**config.mk**
```make
export PLATFORM = sky130hd
export DESIGN_NAME = async_fifo_rd_ctrl
export DESIGN_NICKNAME = d
export VERILOG_FILES = /design/src/rtl/async_fifo_rd_ctrl.sv
export SDC_FILE = /design/constraint.sdc
export NUM_CORES = 1
export LEC_CHECK = 0
export CAP_MARGIN = 25
export CORE_MARGIN = 4
export CORE_UTILIZATION = 30
export CTS_CLUSTER_DIAMETER = 120
export CTS_CLUSTER_SIZE = 8
export DETAILED_ROUTE_END_ITERATION = 10
export HOLD_SLACK_MARGIN = 0.08
export MAX_ROUTING_LAYER = met4
export PLACE_DENSITY_LB_ADDON = 0.25
export SYNTH_ARGS = -nofsm -noshare
export SYNTH_HDL_FRONTEND = slang
export SYNTH_SLANG_ARGS = --single-unit
```
**constraint.sdc**
```tcl
create_clock -name R_CLK -period 4.8 [get_ports R_CLK]
set_input_delay 0.96 -clock R_CLK [delete_from_list [all_inputs] [get_ports R_CLK]]
set_output_delay 0.96 -clock R_CLK [all_outputs]
set_load 0.05 [all_outputs]
```
**src/rtl/async_fifo_rd_ctrl.sv**
```systemverilog
// Read-side controller for a dual-clock FIFO.
// Keeps the binary read pointer and exports it in Gray code to the write
// domain. Compares it against the synchronised Gray write pointer to produce
// registered empty, almost-empty, fill-level, data-valid and sticky
// underflow status.
module async_fifo_rd_ctrl #(
  parameter int ADDR_WIDTH = 3,
  parameter int AE_LEVEL   = 1
) (
  input  logic                  R_CLK,
  input  logic                  R_RST,
  input  logic                  R_INC,
  input  logic                  R_UF_CLR,
  input  logic [ADDR_WIDTH:0]   rq2_wptr,
  output logic [ADDR_WIDTH-1:0] R_ADDR,
  output logic                  R_RD_EN,
  output logic [ADDR_WIDTH:0]   R_PTR,
  output logic                  R_EMPTY,
  output logic                  R_AEMPTY,
  output logic [ADDR_WIDTH:0]   R_LEVEL,
  output logic                  R_VALID,
  output logic                  R_UNDERFLOW
);

  localparam logic [ADDR_WIDTH:0] AE_TH = (ADDR_WIDTH+1)'(AE_LEVEL);

  logic [ADDR_WIDTH:0] r_rbin;
  logic [ADDR_WIDTH:0] r_ptr;
  logic                r_empty;
  logic                r_aempty;
  logic [ADDR_WIDTH:0] r_level;
  logic                r_valid;
  logic                r_underflow;

  logic                w_accept;
  logic [ADDR_WIDTH:0] w_rbin_next;
  logic [ADDR_WIDTH:0] w_gnext;
  logic [ADDR_WIDTH:0] w_wbin;
  logic [ADDR_WIDTH:0] w_level_next;

  // Each binary bit is the XOR of all Gray bits at or above it.
  function automatic logic [ADDR_WIDTH:0] gray2bin(input logic [ADDR_WIDTH:0] g);
    logic [ADDR_WIDTH:0] b;
    b = '0;
    for (int i = 0; i <= ADDR_WIDTH; i++) begin
      b[i] = ^(g >> i);
    end
    return b;
  endfunction

  // While reset is low r_empty is already 1, but the explicit R_RST term
  // keeps the memory port quiet even if the reset edge races the clock.
  assign w_accept     = R_INC & ~r_empty & R_RST;
  assign w_rbin_next  = r_rbin + {{ADDR_WIDTH{1'b0}}, w_accept};
  assign w_gnext      = (w_rbin_next >> 1) ^ w_rbin_next;
  assign w_wbin       = gray2bin(rq2_wptr);
  // Modulo subtraction; a full FIFO yields exactly 2^ADDR_WIDTH.
  assign w_level_next = w_wbin - w_rbin_next;

  // Read pointer and its Gray image. Gray changes one bit per increment,
  // so it is safe for the write-domain synchroniser.
  always_ff @(posedge R_CLK or negedge R_RST) begin
    if (!R_RST) begin
      r_rbin <= '0;
      r_ptr  <= '0;
    end else begin
      r_rbin <= w_rbin_next;
      r_ptr  <= w_gnext;
    end
  end

  // Status flags. Empty uses the look-ahead pointer, so the read that
  // drains the last word raises empty on that same edge.
  always_ff @(posedge R_CLK or negedge R_RST) begin
    if (!R_RST) begin
      r_empty     <= 1'b1;
      r_aempty    <= 1'b1;
      r_level     <= '0;
      r_valid     <= 1'b0;
      r_underflow <= 1'b0;
    end else begin
      r_empty     <= (w_gnext == rq2_wptr);
      r_aempty    <= (w_level_next <= AE_TH);
      r_level     <= w_level_next;
      r_valid     <= w_accept;
      // A new underflow takes priority over a clear in the same cycle.
      r_underflow <= (R_INC & r_empty) | (r_underflow & ~R_UF_CLR);
    end
  end

  assign R_ADDR      = r_rbin[ADDR_WIDTH-1:0];
  assign R_RD_EN     = w_accept;
  assign R_PTR       = r_ptr;
  assign R_EMPTY     = r_empty;
  assign R_AEMPTY    = r_aempty;
  assign R_LEVEL     = r_level;
  assign R_VALID     = r_valid;
  assign R_UNDERFLOW = r_underflow;

endmodule
```
==> out/qor.yml, run 1 <==
global_route:
  first_global_vias: 557
  antenna_found_initial: 0
  grt_max_degree: 17
  overflow: 0
  grt_usage_pct: 9.83
  grt_pass1_wl_mm: 2.46
sta:
  final.period_utilization_pct: 77.7
  rsz0062_at_grt: "no"
  min_period_ns: 3.73
  tns_ns: 0
  finalSetupViolCount: 0
  slew_headroom_pct: 64.9
  hold_viol: 0
  drv_slew: 0
  finalClockSkew_ns: 0.00631
  tightest_slew_ns: 0.524
  max_clock_freq_mhz: 268
hold_path:
  hp-class: "reg2reg"
  min_from: "R_EMPTY$_DFF_PN1_"
  worstHoldPathCells: 2
  hold_end: "R_UNDERFLOW$_DFF_PN0_"
critical_path:
  crit_path_start_kind: "input port"
  r2r_start: "R_EMPTY$_DFF_PN1_"
  rrSetupSlack_ns: 2.22
  crit_arrival_ns: 2.77
  crit_path_end_kind: "output port"
  reg2regPathDepth: 9
  required_ns: 3.84
  rr_endpoint: "R_LEVEL[3]$_DFF_PN0_"
  worstPathMaxFanout: 16
  path_class: "in2out"
die:
  start_util_pct: 31.2
  die-area_mm2: 0.00343
  pin_count: 24
  die_y_um: 58.6
  rows: 18
  core_area_mm2: 0.00245
  die_w_um: 58.6
synthesis:
  synth-edff-count: 0
  synth_warnings: 0
  ys.flop_type: "dfrtp_1"
  synth-seq-area-share_pct: 49.3
  async_flop_share_pct: 100
  synthCells: 61
  ys_types: 24
  netlist_area_um2: 767
  syn_avg_cell_area_um2: 12.6
  synth_nets: 74
  synth-seq-cells: 15
detailed_routing:
  finalWirelength_mm: 1.45
  dr.pass1.iters: 2
  vias: 521
  ant_nets: 0
  drtIter0Drc: 2
  drt-vias-per-instance: 4.42
  wl_per_cell_um: 12.3
  remaining_drc_errors: 0
cts:
  holdBufCountCts: 0
  cts_tree: "done"
  post_cts_resized: 0
  cts.sinks: 15
  clockBufferDepth: 2
  clockRootBuffer: "clkbuf_4"
  clk_pin_slew_ns: 0.08
  h-tree-depth: 1
  clock_latency_ns: 0.27
  cts-buffers-inserted: 3
  post_cts_buffers: 0
cells_and_area:
  layout_common_cells: "clkdlybuf4s50_1 (23), dfrtp_1 (13), xnor2_1 (9)"
  syn_to_final_growth_pct: 38.7
  final_common_cell: "clkdlybuf4s50_1"
  drive_gt1_share_pct: 12.5
  fillers: 237
  layout.nets: 102
  antenna_cells: 0
place:
  hpwl_mm: 1.22
  port-buffer-count: 23
  place_congestion: 0.778
outcome:
  status: "finished, final reports clean"
run:
  maxCapViolCount: 0
==> per-layer routing <==
metal	track usage [%]	wire length, um	up-vias
met5	-	0	-
met4	4.97	18	0
met3	1.54	81	2
met2	17.2	787	11
met1	10.7	562	247
li1	-	-	261
==> layout make-up <==
class                      instances  area [um2]  share of cell area (%)
timing repair buffer              24         238                    22.4
tap                               30        37.5                    3.53
inverter                           7        26.3                    2.47
sequential                        15         378                    35.5
multi-input combinational         38         358                    33.6
clock buffer                       4        26.3                    2.47
==> registers in the layout, indices dropped and copies added (netlist names) <==
signal       flops
R_EMPTY          1
R_VALID          1
R_LEVEL          4
R_AEMPTY         1
r_rbin           3
R_PTR            4
R_UNDERFLOW      1
==> cell usage after synthesis, types with 2 or more instances <==
cell type,count,area (um2)
nand2_1,3,11.3
dfstp_2,2,52.6
inv_1,5,18.8
inv_2,2,7.51
a31oi_1,2,12.5
xor2_1,4,35.0
ha_1,5,62.6
dfrtp_1,13,325
and3_1,2,12.5
xnor2_1,9,78.8
==> critical path, stage by stage <==
cell             delay [ns]
clkdlybuf4s50_1        0.45
buf_4                  0.22
nand2_1                0.07
nor2_1                 0.19
clkdlybuf4s50_1        0.87
==> metrics by stage <==
step	util, %	setup slack (ns)	instances	hold WS, ns	area [um2]
6_report	43.3	1.07	118	0.532	1060
5_1_grt	43.3	0.939	118	0.584	1060
4_1_cts	43.3	1.03	118	0.540	1060
3_5_place_dp	42.3	0.989	114	0.528	1040
3_3_place_gp	42.3	1.07	114	0.526	1040
2_1_floorplan	-	1.19	61	0.622	767
==> logic make-up (layout without fill, tap and decap cells) <==
logic type,after synthesis,in the layout,synth area share [%]
compound gates,7,7,8.32
simple gates,10,10,7.99
buf+inv,8,35,4.08
fa+ha+maj,5,5,8.16
flops,15,15,49.3
xor+xnor,15,15,20.9
mux,1,1,1.31
==> worst max-delay path by stage <==
stage | startpoint | end | cells past startpoint
floorplan | R_RST | R_LEVEL[3]$_DFF_PN0_ | 10
global placement | R_RST | R_LEVEL[3]$_DFF_PN0_ | 12
detailed placement | R_RST | R_LEVEL[3]$_DFF_PN0_ | 12
CTS | R_RST | R_RD_EN | 5
global route | R_RST | R_RD_EN | 5
finish | R_RST | R_RD_EN | 5
Power of run 1 is left out: the tool's default activity adds up to more than one toggle a clock period on the data nets, which glitch-free logic cannot reach.
==> run 2: changes to the inputs <==
==> constraint.sdc (replaced) <==
create_clock -name R_CLK -period 3.1 [get_ports R_CLK]
set_input_delay 0.62 -clock R_CLK [delete_from_list [all_inputs] [get_ports R_CLK]]
set_output_delay 0.62 -clock R_CLK [all_outputs]
set_load 0.05 [all_outputs]
==> run 2 against run 1 <==
Utilization is 2.7 points higher. Via count up 9.8%. Critical endpoint is now R_LEVEL[3]$_DFF_PN0_. Sequential cell count is the same. Cell count is 5.9% higher. Non-clock buffer count increased by 7.
==> out/qor.yml, run 2 (same netlist as run 1, synthesis figures left out) <==
cts:
  holdBufCountCts: 0  # unchanged
  cts_tree: "done"
  clockRootBuffer: "clkbuf_4"
  clk_pin_slew_ns: 0.09  # about the same
  post_cts_resized: 0  # unchanged
  clockBufferDepth: 2  # unchanged
  cts.sinks: 15  # unchanged
  cts-buffers-inserted: 3  # unchanged
  post_cts_buffers: 0  # unchanged
  h-tree-depth: 1  # unchanged
  clock_latency_ns: 0.28  # about the same
detailed_routing:
  wl_per_cell_um: 11.8  # -3.9%
  finalWirelength_mm: 1.48  # +1.8%
  remaining_drc_errors: 0  # unchanged
  drtIter0Drc: 3  # +1
  drt-vias-per-instance: 4.58  # +3.6%
  vias: 572  # +9.8%
  dr.pass1.iters: 2  # unchanged
  ant_nets: 0  # unchanged
place:
  placed_area_mm2: 0.00110  # +6.3%
  place_congestion: 0.795  # +2.1%
  port-buffer-count: 23  # unchanged
  hpwl_mm: 1.26  # +3.1%
outcome:
  status: "finished, final reports clean"
global_route:
  grt_usage_pct: 10.6  # +0.80 points
  overflow: 0  # unchanged
  first_global_vias: 578  # +3.8%
  antenna_found_initial: 0  # unchanged
  grt_max_degree: 16  # -1
  grt_pass1_wl_mm: 2.57  # +4.5%
cells_and_area:
  multi_input_area_um2: 360  # +0.70%
  layout.nets: 109  # +6.9%
  register_area_um2: 378  # unchanged
  fillers: 237  # unchanged
  fin_area_mm2: 0.00113  # +6.1%
  final_common_cell: "clkdlybuf4s50_1"
  layout_common_cells: "clkdlybuf4s50_1 (22), dfrtp_1 (13), xnor2_1 (9)"
  antenna_cells: 0  # unchanged
  drive_gt1_share_pct: 21.1  # +8.6 points
  syn_to_final_growth_pct: 47.1
sta:
  finalSetupViolCount: 0  # unchanged
  rsz0062_at_grt: "no"
  tightest_slew_ns: 0.498  # -0.0262 ns
  hold_viol: 0  # unchanged
  drv_slew: 0  # unchanged
  tns_ns: 0  # unchanged
  min_period_ns: 2.72
  slew_headroom_pct: 66.7  # +1.8 points
  max_clock_freq_mhz: 368
  final.period_utilization_pct: 87.8
  finalClockSkew_ns: 0.00604  # -0.000268 ns
die:
  rows: 18  # unchanged
  die-area_mm2: 0.00343  # unchanged
  pin_count: 24  # unchanged
  die_w_um: 58.6  # unchanged
  core_area_mm2: 0.00245  # unchanged
  die_y_um: 58.6  # unchanged
  start_util_pct: 31.2  # unchanged
critical_path:
  path_buf_inv: 2  # -1
  crit_start: "R_INC"
  crit_path_start_kind: "input port"
  critical-path-max-stage-delay_ns: 0.49  # -0.38 ns
  path_cells: "clkdlybuf4s50_1, nand2_1, nor2_2, ha_1, ha_1, xnor2_1, ha_1, inv_1, a2111o_1, and4_1, or2_1"
  required_ns: 3.28  # -0.56 ns
  cp_common_cell: "ha_1"
  crit_arrival_ns: 2.90  # +0.13 ns
  worstPathMaxFanout: 3  # -13
  crit_path_end_kind: "flop"
  cp_slowest_cell: "clkdlybuf4s50_1"
  r2r_start: "R_EMPTY$_DFF_PN1_"
  crit_family: "adder cells"
  path_class: "in2reg"
hold_path:
  hp-class: "reg2reg"
  min_from: "R_PTR[3]$_DFF_PN0_"
run:
  maxCapViolCount: 0  # unchanged
==> run 2: cell count changes in the layout (fill, tap and decap cells not counted), sizes merged <==
cell / delta
clkdlybuf4s50: -1
buf: +8
==> run 2: final timing paths <==
kind	to	slack, ns	cells after the start
worst max register to register	R_LEVEL[3]$_DFF_PN0_	0.69	9
min in group asynchronous	R_PTR[2]$_DFF_PN0_	0.68	2
worst min register to register	R_PTR[3]$_DFF_PN0_	0.54	1
worst min-delay path	R_PTR[3]$_DFF_PN0_	0.54	1
worst max-delay path	R_LEVEL[3]$_DFF_PN0_	0.38	11
max in group asynchronous	R_AEMPTY$_DFF_PN1_	2.17	2
==> run 2: stage by stage <==
stage / instances / utilization [%] / worst slack [ns] / hold slack, ns
floorplan: 61 / - / 0.115 / 0.324
global route: 125 / 46.0 / 0.207 / 0.596
global placement: 121 / 44.9 / 0.0713 / 0.529
detailed placement: 121 / 44.9 / 0.0553 / 0.542
finish: 125 / 46.0 / 0.379 / 0.544
CTS: 125 / 46.0 / 0.360 / 0.554
==> run 2: cell type report <==
cell class	instances	area share, %
well taps	30	3.33
repair buffers	31	26.6
multi-input cells	38	31.9
inverters	7	2.33
flip-flops and latches	15	33.5
clock buffers	4	2.33
==> run 2: metal layers <==
metal / global-route usage [%] / wire length [um] / vias to the layer above / part of all wire (%)
met5: - / 0 / - / 0
met4: 7.95 / 56 / 0 / 3.8
met3: 1.97 / 84 / 5 / 5.7
met2: 17.2 / 746 / 17 / 51
met1: 11.5 / 587 / 274 / 40
li1: - / - / 276 / -
Power of run 2 is left out for the same reason.
==> run 3: changes to the inputs <==
--- a/config.mk
+++ b/config.mk
@@ -17,3 +17,4 @@
 export SYNTH_ARGS = -nofsm -noshare
 export SYNTH_HDL_FRONTEND = slang
 export SYNTH_SLANG_ARGS = --single-unit
+export TNS_END_PERCENT = 5
==> results of run 3 <==
Same layout as run 2: the final DEF is identical, and so are final timing and power.
Power of run 3 is left out for the same reason.
